File: config.mk
export PLATFORM = sky130hd
export DESIGN_NAME = instruction_decode_register
export DESIGN_NICKNAME = d
export VERILOG_FILES = /design/src/rtl/i281_isa_pkg.sv /design/src/rtl/i281_opcode_onehot.sv /design/src/rtl/instruction_decode_register.sv
export SDC_FILE = /design/constraint.sdc
export NUM_CORES = 1
export LEC_CHECK = 0
export CORE_ASPECT_RATIO = 1.4
export CORE_MARGIN = 3
export CORE_UTILIZATION = 40
export DETAILED_ROUTE_END_ITERATION = 10
export PLACE_DENSITY = 0.71
export SYNTH_ARGS = -nofsm -noshare
export SYNTH_HDL_FRONTEND = slang
export SYNTH_HIERARCHICAL = 1
export SYNTH_SLANG_ARGS = --single-unit
File: constraint.sdc
create_clock -name clock -period 6.7 [get_ports clock]
set_clock_uncertainty 0.2 [all_clocks]
set_input_delay 1.34 -clock clock [delete_from_list [all_inputs] [get_ports clock]]
set_output_delay 1.34 -clock clock [all_outputs]
set_load 0.1 [all_outputs]
File: src/rtl/i281_isa_pkg.sv
// i281 ISA constants shared by the instruction decode register and the control FSM.
package i281_isa_pkg;

  localparam logic [3:0] OP_NOOP   = 4'h0;
  localparam logic [3:0] OP_INPUT  = 4'h1;
  localparam logic [3:0] OP_MOVE   = 4'h2;
  localparam logic [3:0] OP_LOADI  = 4'h3;
  localparam logic [3:0] OP_ADD    = 4'h4;
  localparam logic [3:0] OP_ADDI   = 4'h5;
  localparam logic [3:0] OP_SUB    = 4'h6;
  localparam logic [3:0] OP_SUBI   = 4'h7;
  localparam logic [3:0] OP_LOAD   = 4'h8;
  localparam logic [3:0] OP_LOADF  = 4'h9;
  localparam logic [3:0] OP_STORE  = 4'hA;
  localparam logic [3:0] OP_STOREF = 4'hB;
  localparam logic [3:0] OP_SHIFT  = 4'hC;
  localparam logic [3:0] OP_CMP    = 4'hD;
  localparam logic [3:0] OP_JUMP   = 4'hE;
  localparam logic [3:0] OP_BRANCH = 4'hF;

  // One-hot bit positions; numbering matches the FSM's instruction list.
  localparam int IDX_NOOP    = 0;
  localparam int IDX_INPUTC  = 1;
  localparam int IDX_INPUTCF = 2;
  localparam int IDX_INPUTD  = 3;
  localparam int IDX_INPUTDF = 4;
  localparam int IDX_MOVE    = 5;
  localparam int IDX_LOADI   = 6;
  localparam int IDX_ADD     = 7;
  localparam int IDX_ADDI    = 8;
  localparam int IDX_SUB     = 9;
  localparam int IDX_SUBI    = 10;
  localparam int IDX_LOAD    = 11;
  localparam int IDX_LOADF   = 12;
  localparam int IDX_STORE   = 13;
  localparam int IDX_STOREF  = 14;
  localparam int IDX_SHIFTL  = 15;
  localparam int IDX_SHIFTR  = 16;
  localparam int IDX_CMP     = 17;
  localparam int IDX_JUMP    = 18;
  localparam int IDX_BRE     = 19;
  localparam int IDX_BRNE    = 20;
  localparam int IDX_BRG     = 21;
  localparam int IDX_BRGE    = 22;
  localparam int NUM_OPS     = 23;

  localparam int OP_MSB  = 15;
  localparam int OP_LSB  = 12;
  localparam int RX_MSB  = 11;
  localparam int RX_LSB  = 10;
  localparam int RY_MSB  = 9;
  localparam int RY_LSB  = 8;
  localparam int IMM_MSB = 7;

  localparam logic [26:0] OPCODE_NOOP = 27'h0000001;

endpackage

File: src/rtl/i281_opcode_onehot.sv
// Combinational i281 instruction to one-hot opcode decoder with undefined sub-encoding detect.
module i281_opcode_onehot
  import i281_isa_pkg::*;
(
  input  logic [15:0]         instr,
  output logic [NUM_OPS-1:0]  onehot,
  output logic                illegal_enc
);

  logic [3:0] op;
  logic [1:0] ry;

  assign op = instr[OP_MSB:OP_LSB];
  assign ry = instr[RY_MSB:RY_LSB];

  always_comb begin
    onehot      = '0;
    illegal_enc = 1'b0;
    case (op)
      OP_NOOP:   onehot[IDX_NOOP]   = 1'b1;
      OP_INPUT:  onehot[IDX_INPUTC + int'(ry)] = 1'b1;
      OP_MOVE:   onehot[IDX_MOVE]   = 1'b1;
      OP_LOADI:  onehot[IDX_LOADI]  = 1'b1;
      OP_ADD:    onehot[IDX_ADD]    = 1'b1;
      OP_ADDI:   onehot[IDX_ADDI]   = 1'b1;
      OP_SUB:    onehot[IDX_SUB]    = 1'b1;
      OP_SUBI:   onehot[IDX_SUBI]   = 1'b1;
      OP_LOAD:   onehot[IDX_LOAD]   = 1'b1;
      OP_LOADF:  onehot[IDX_LOADF]  = 1'b1;
      OP_STORE:  onehot[IDX_STORE]  = 1'b1;
      OP_STOREF: onehot[IDX_STOREF] = 1'b1;
      OP_SHIFT: begin
        // RY 1x has no defined shift; fall back to NOOP so the one-hot stays valid.
        if (ry[1]) begin
          onehot[IDX_NOOP] = 1'b1;
          illegal_enc      = 1'b1;
        end else begin
          onehot[IDX_SHIFTL + int'(ry[0])] = 1'b1;
        end
      end
      OP_CMP:    onehot[IDX_CMP]    = 1'b1;
      OP_JUMP:   onehot[IDX_JUMP]   = 1'b1;
      default:   onehot[IDX_BRE + int'(ry)] = 1'b1;
    endcase
  end

endmodule

File: src/rtl/instruction_decode_register.sv
// i281 instruction register with registered one-hot decode, instruction counter and sticky illegal flag.
module instruction_decode_register
  import i281_isa_pkg::*;
#(
  parameter int IW    = 16,
  parameter int CNT_W = 16
) (
  input  logic             clock,
  input  logic             reset,
  input  logic [IW-1:0]    instr_in,
  input  logic             ir_load,
  input  logic             flush,
  output logic [26:0]      opcode_out,
  output logic [7:0]       imm_out,
  output logic [IW-1:0]    ir_out,
  output logic [CNT_W-1:0] instr_count,
  output logic             illegal
);

  logic [NUM_OPS-1:0] onehot;
  logic               illegal_enc;

  i281_opcode_onehot u_dec (
    .instr       (instr_in[15:0]),
    .onehot      (onehot),
    .illegal_enc (illegal_enc)
  );

  always_ff @(posedge clock) begin
    if (reset) begin
      ir_out      <= '0;
      opcode_out  <= OPCODE_NOOP;
      imm_out     <= '0;
      instr_count <= '0;
      illegal     <= 1'b0;
    end else if (flush) begin
      ir_out     <= '0;
      opcode_out <= OPCODE_NOOP;
      imm_out    <= '0;
    end else if (ir_load) begin
      ir_out     <= instr_in;
      opcode_out <= {instr_in[RX_MSB:RX_LSB], instr_in[RY_MSB:RY_LSB], onehot};
      imm_out    <= instr_in[IMM_MSB:0];
      if (instr_count != {CNT_W{1'b1}})
        instr_count <= instr_count + 1'b1;
      if (illegal_enc)
        illegal <= 1'b1;
    end
  end

endmodule

==> flow_summary.toml, run 1 <==
[timing]
rsz0062_at_grt = "false"
maxSlewHeadroom_pct = 31.7
worst_slack_ps = 3090
clock.fmax_mhz = 277
fin_hold_ws_ps = 304
post-route-min-period_ps = 3610
drv_slew = 0
worst_pin_slew_ps = 1020
fin_tns_setup_ps = 0
period_share_pct = 53.8
setup_viol = 0
finalHoldViolations = 0

[die]
initial_core_util_pct = 42.4
ios = 88
fp.dieW_um = 75.5
rows = 34
core_area_sq_mm = 0.00638
fp.dieH_um = 103
die-area_sq_mm = 0.00781

[global_routing]
grtUsageTotal_pct = 16.3
antenna_found_initial = 0
grt.overflow.total = 0
grt_max_degree = 43
grt_pass1_wl_um = 10000
grt_pass1_vias = 2200

[outcome]
status = "completed"

[logic_synthesis]
synthSimpleGateAreaFrac_pct = 24.4
ys_seq_elements = 56
muxShareOfSynthArea_pct = 16.5
yosysWarnings = 6
async_reset_ff_share_pct = 0
synth.largest_area_cell = "dfxtp_1"
synth_edf_count = 0
synthXorXnorAreaFrac_pct = 0
yosys.area_share.adder_pct = 2.31
syn-mean-instance-area_sq_um = 8.88
ys.flop_type = "dfxtp_1"
postSynthNetCount = 330
synth.distinct_cells = 40
synth_top_cell_area_share_pct = 41.4
synth_top_family_by_area = "simple AND/OR/NAND/NOR gates"
synth_compound_area_share_pct = 7.76
ys_seq_area_share_pct = 41.4
netlist_top_cells_area = "dfxtp_1 41%, mux2i_1 14%, nor2_1 7.2%"
syn_area_sq_mm = 0.00271
syn_inst = 305

[route]
remaining_drc_errors = 0
drt-total-wl_um = 6220
wl_per_cell_um = 14.0
drt_iter0_drc = 102
ant_nets = 0
viasPerCell = 5.21
first_pass_iters = 4
vias = 2310

[worst_setup_path]
cp_max_fo = 42
endpoint_kind = "register"
crit_path_start_kind = "input port"
rr_startpoint = "instr_count[0]$_SDFFE_PP0P_"
worstPathArrival_ps = 3630
crit_type = "in -> reg"
required_ps = 6720
startpoint = "ir_load"

[clocking]
cts_max_path_buffers = 2
postCtsSetupRepairBufs = 0
cts_buffers = 5
path_clk_slew_ps = 90
clock_tree.root_cell = "clkbuf_8"
clock_latency_ps = 310
htreeDepth = 2
cts_tree = "yes"
post_cts_resized = 0
clkSinkCount = 56
hold_buffers = 0

[flow_run]
maxCapViolCount = 0

[place]
hpwl_um = 4520
port_buffers = 87
placed_area_sq_mm = 0.00349
dpl_worst_slack_ps = 2790
gp_congestion = 0.833

[power_and_ir_drop]
powerDensity_mw_per_mm2 = 193
report.power.total_w = 0.000696
seqPwrFrac_pct = 49.0
leakage_nw = 1.37
irDropWorstVdd_mv = 0.135
p_sw_share_pct = 28.7
pwr-share-comb_pct = 17.4
clkPwrFrac_pct = 33.5
p_int_w = 0.000497
p_sw_w = 0.000200

[cells_and_area]
final_cell_mix = "86 x clkdlybuf4s50_1, 56 x dfxtp_1, 52 x nor2_1, 39 x mux2i_1"
layout-drive-gt1-share_pct = 5.66
nets = 395
fin_area_sq_mm = 0.00361
area_delta_synth_final_pct = 33.5
antennaDiodeCount = 0
final_common_cell = "clkdlybuf4s50_1"

[hold_path]
hp-start = "illegal$_SDFFE_PP0P_"
worstHoldPathType = "reg -> reg"
## cells in the mapped netlist, drive strengths merged, types with 6 or more instances
cell / count
dfxtp: 56
nor2: 52
mux2i: 39
buf: 20
a21oi: 14
nand2: 14
clkbuf: 11
nor3: 10
and2: 8
or4: 8
and3: 6
inv: 6
nand2b: 6
nand3: 6
nor2b: 6
o31ai: 6
## sequential cells by signal (all words and copies together), names as in the netlist
name and count:
opcode_out 26, instr_count 16, imm_out 7, ir_out 6, illegal 1
## cell families after synthesis
group,count (synthesis)
AND/OR/NAND/NOR,131
flip-flops,56
multiplexers,44
buffers and inverters,37
AO/OA/AOI/OAI,32
adder cells (fa/ha/maj),5
## power groups by stage
stage               combinational (W)  sequential, W  clock [W]
global route                 0.000128       0.000342   0.000251
detailed placement           0.000122       0.000349          0
global placement             0.000121       0.000349          0
CTS                          0.000123       0.000341   0.000238
floorplan                   0.0000583       0.000384          0
finish                       0.000122       0.000341   0.000234
## final timing paths
| path | end | slack, ps | depth (start not counted) |
|---|---|---|---|
| worst min register to register | illegal$_SDFFE_PP0P_ | 300 | 2 |
| worst max register to register | instr_count[10]$_SDFFE_PP0P_ | 4360 | 5 |
| worst max-delay path | instr_count[15]$_SDFFE_PP0P_ | 3090 | 6 |
| worst min-delay path | illegal$_SDFFE_PP0P_ | 300 | 2 |
## worst max-delay path: stages
cell and delay (ps):
buf_2 80, buf_4 530, nand2b_1 310, or4_1 680, or4_1 520, a21oi_1 150
## metrics by stage
stage                     cells  utilization, %
final                       443            56.6
after global routing        443            56.6
after CTS                   443            56.6
after detailed placement    435            54.7
after global placement      435            54.7
after floorplan             305               -
## metal layers
metal | GRT usage, % | share of wire, % | wire length (um)
met1 | 18.7 | 42 | 2600
met2 | 28.7 | 52 | 3250
met3 | 4.45 | 5.0 | 313
met4 | 5.11 | 1.0 | 63
met5 | 0 | 0 | 0
## area by class of cell
type | instances | area, sq um
fillers | 600 | 2770
clock inverters | 2 | 38.8
well taps | 72 | 90.1
clock buffers | 6 | 82.6
multi-input cells | 212 | 1380
flip-flops and latches | 56 | 1120
inverters | 6 | 22.5
repair buffers | 89 | 881
(Power assumes the default switching activity.)
==> inputs of run 2 (changes only) <==
--- a/config.mk
+++ b/config.mk
@@ -9,7 +9,7 @@
 export CORE_MARGIN = 3
 export CORE_UTILIZATION = 40
 export DETAILED_ROUTE_END_ITERATION = 10
-export PLACE_DENSITY = 0.71
+export PLACE_DENSITY = 0.74
 export SYNTH_ARGS = -nofsm -noshare
 export SYNTH_HDL_FRONTEND = slang
 export SYNTH_HIERARCHICAL = 1
==> constraint.sdc (replaced) <==
create_clock -name clock -period 3.23 [get_ports clock]
set_clock_uncertainty 0.2 [all_clocks]
set_input_delay 0.646 -clock clock [delete_from_list [all_inputs] [get_ports clock]]
set_output_delay 0.646 -clock clock [all_outputs]
set_load 0.1 [all_outputs]
==> run 2 against run 1 <==
Hold slack got worse by 3.2 ps. Total power increased by 100%. Via count increased by 0.74%. Die area unchanged. Highest routed layer unchanged. Critical path type unchanged. Wire length increased by 0.79%.
==> flow_summary.toml, run 2 (synthesis results as in run 1) <==
[cells_and_area]
antennaDiodeCount = 0
stdcell_count = 446
final_cell_mix = "73 x buf_4, 56 x dfxtp_1, 52 x nor2_1, 39 x mux2i_1, 18 x clkdlybuf4s50_1"
nets = 398
top_register = "opcode_out"
final_common_cell = "buf_4"
fin_area_sq_mm = 0.00346
largest_reg_flops = 26
reg_top3 = "opcode_out: 26 flops, instr_count: 16 flops, imm_out: 7 flops"
layout-drive-gt1-share_pct = 24.6
area_delta_synth_final_pct = 27.7

[timing]
fin_tns_setup_ps = 0
setup_viol = 0
clock.fmax_mhz = 383
fin_hold_ws_ps = 301
worst_pin_slew_ps = 659
finalHoldViolations = 0
maxSlewHeadroom_pct = 56.1
period_share_pct = 80.9
rsz0062_at_grt = "false"
post-route-min-period_ps = 2610
drv_slew = 0

[worst_setup_path]
critical_path.cell_chain = "clkdlybuf4s50_1, nand2b_1, or4_1, or4_1, a21oi_1"
required_ps = 3280
crit_top_cell = "or4_1"
crit_type = "in -> reg"
crit_family = "simple AND/OR/NAND/NOR gates"
worstPathArrival_ps = 2660
slowest_delay_ps = 660
slowest_stage = "or4_1"
cp_max_fo = 10
crit_path_start_kind = "input port"
endpoint_kind = "register"
critPathBufInv = 1

[place]
place_inst = 438
hpwl_um = 4630
gp_congestion = 0.846
port_buffers = 87
placed_area_sq_mm = 0.00335

[route]
wl_per_cell_um = 14.1
first_pass_iters = 4
drt_iter0_drc = 80
viasPerCell = 5.22
vias = 2327
drt-total-wl_um = 6270
ant_nets = 0
remaining_drc_errors = 0

[clocking]
post_cts_resized = 0
path_clk_slew_ps = 100
cts_buffers = 5
clkSinkCount = 56
clock_tree.root_cell = "clkbuf_8"
clock_latency_ps = 310
cts_max_path_buffers = 2
cts_tree = "yes"
hold_buffers = 0
postCtsSetupRepairBufs = 0
htreeDepth = 2

[die]
rows = 34
fp.dieH_um = 103
die-area_sq_mm = 0.00781
ios = 88
core_area_sq_mm = 0.00638
initial_core_util_pct = 42.4
fp.dieW_um = 75.5

[outcome]
status = "completed"

[power_and_ir_drop]
leakage_nw = 1.51
report.power.total_w = 0.00142
powerDensity_mw_per_mm2 = 411
irDropWorstVdd_mv = 0.209

[global_routing]
grt.overflow.total = 0
antenna_found_initial = 0
grtUsageTotal_pct = 16.7
grt_pass1_wl_um = 10300
grt_max_degree = 42
grt_pass1_vias = 2214

[hold_path]
worstHoldPathType = "reg -> reg"

[flow_run]
maxCapViolCount = 0
==> run 2: changes by cell type in the layout (fill, tap and decap cells not counted) <==
cell             change
buf_4               +71
clkdlybuf4s50_1     -68
clkbuf_8             -1
clkinv_2             +1
clkinv_4             -1
clkinvlp_4           +1
==> run 2: cell type report <==
| type | instances | area, sq um |
|---|---|---|
| clock inverter | 3 | 42.5 |
| multi-input combinational | 212 | 1380 |
| sequential | 56 | 1120 |
| clock buffer | 5 | 68.8 |
| tap | 72 | 90.1 |
| fill | 618 | 2920 |
| inverter | 6 | 22.5 |
| timing repair buffer | 92 | 733 |
==> run 2: worst paths after layout <==
path | slack [ps] | depth (start not counted) | to | startpoint
setup / recovery | 620 | 5 | instr_count[9]$_SDFFE_PP0P_ | flush
hold / removal | 300 | 2 | illegal$_SDFFE_PP0P_ | illegal$_SDFFE_PP0P_
setup reg to reg | 860 | 5 | instr_count[10]$_SDFFE_PP0P_ | instr_count[0]$_SDFFE_PP0P_
hold reg to reg | 300 | 2 | illegal$_SDFFE_PP0P_ | illegal$_SDFFE_PP0P_
==> run 2: per-layer routing <==
layer | part of all wire [%] | GRT usage, % | vias to the layer above
met5 | 0 | 0 | -
met4 | 1.1 | 6.73 | 0
met3 | 6.2 | 4.35 | 6
met2 | 51 | 28.1 | 65
met1 | 42 | 20.0 | 1076
li1 | - | - | 1180
==> run 2: power breakdown <==
group	switching, W	leakage [nW]	internal (W)
clock	0.000234	0.0541	0.000230
combinational	0.000177	1.00	0.0000733
sequential	0.00000793	0.453	0.000700
total	0.000418	1.51	0.00100
==> run 2: metrics by stage <==
step | util [%] | setup WS [ps]
floorplan | - | 259
global placement | 52.4 | 348
detailed placement | 52.4 | 298
CTS | 54.2 | 630
global route | 54.2 | 483
finish | 54.2 | 616
==> run 2: tightest hold or removal path: stages (launching register included) <==
cell     delay [ps]
dfxtp_1         360
a31oi_1          50
nor2_1           70
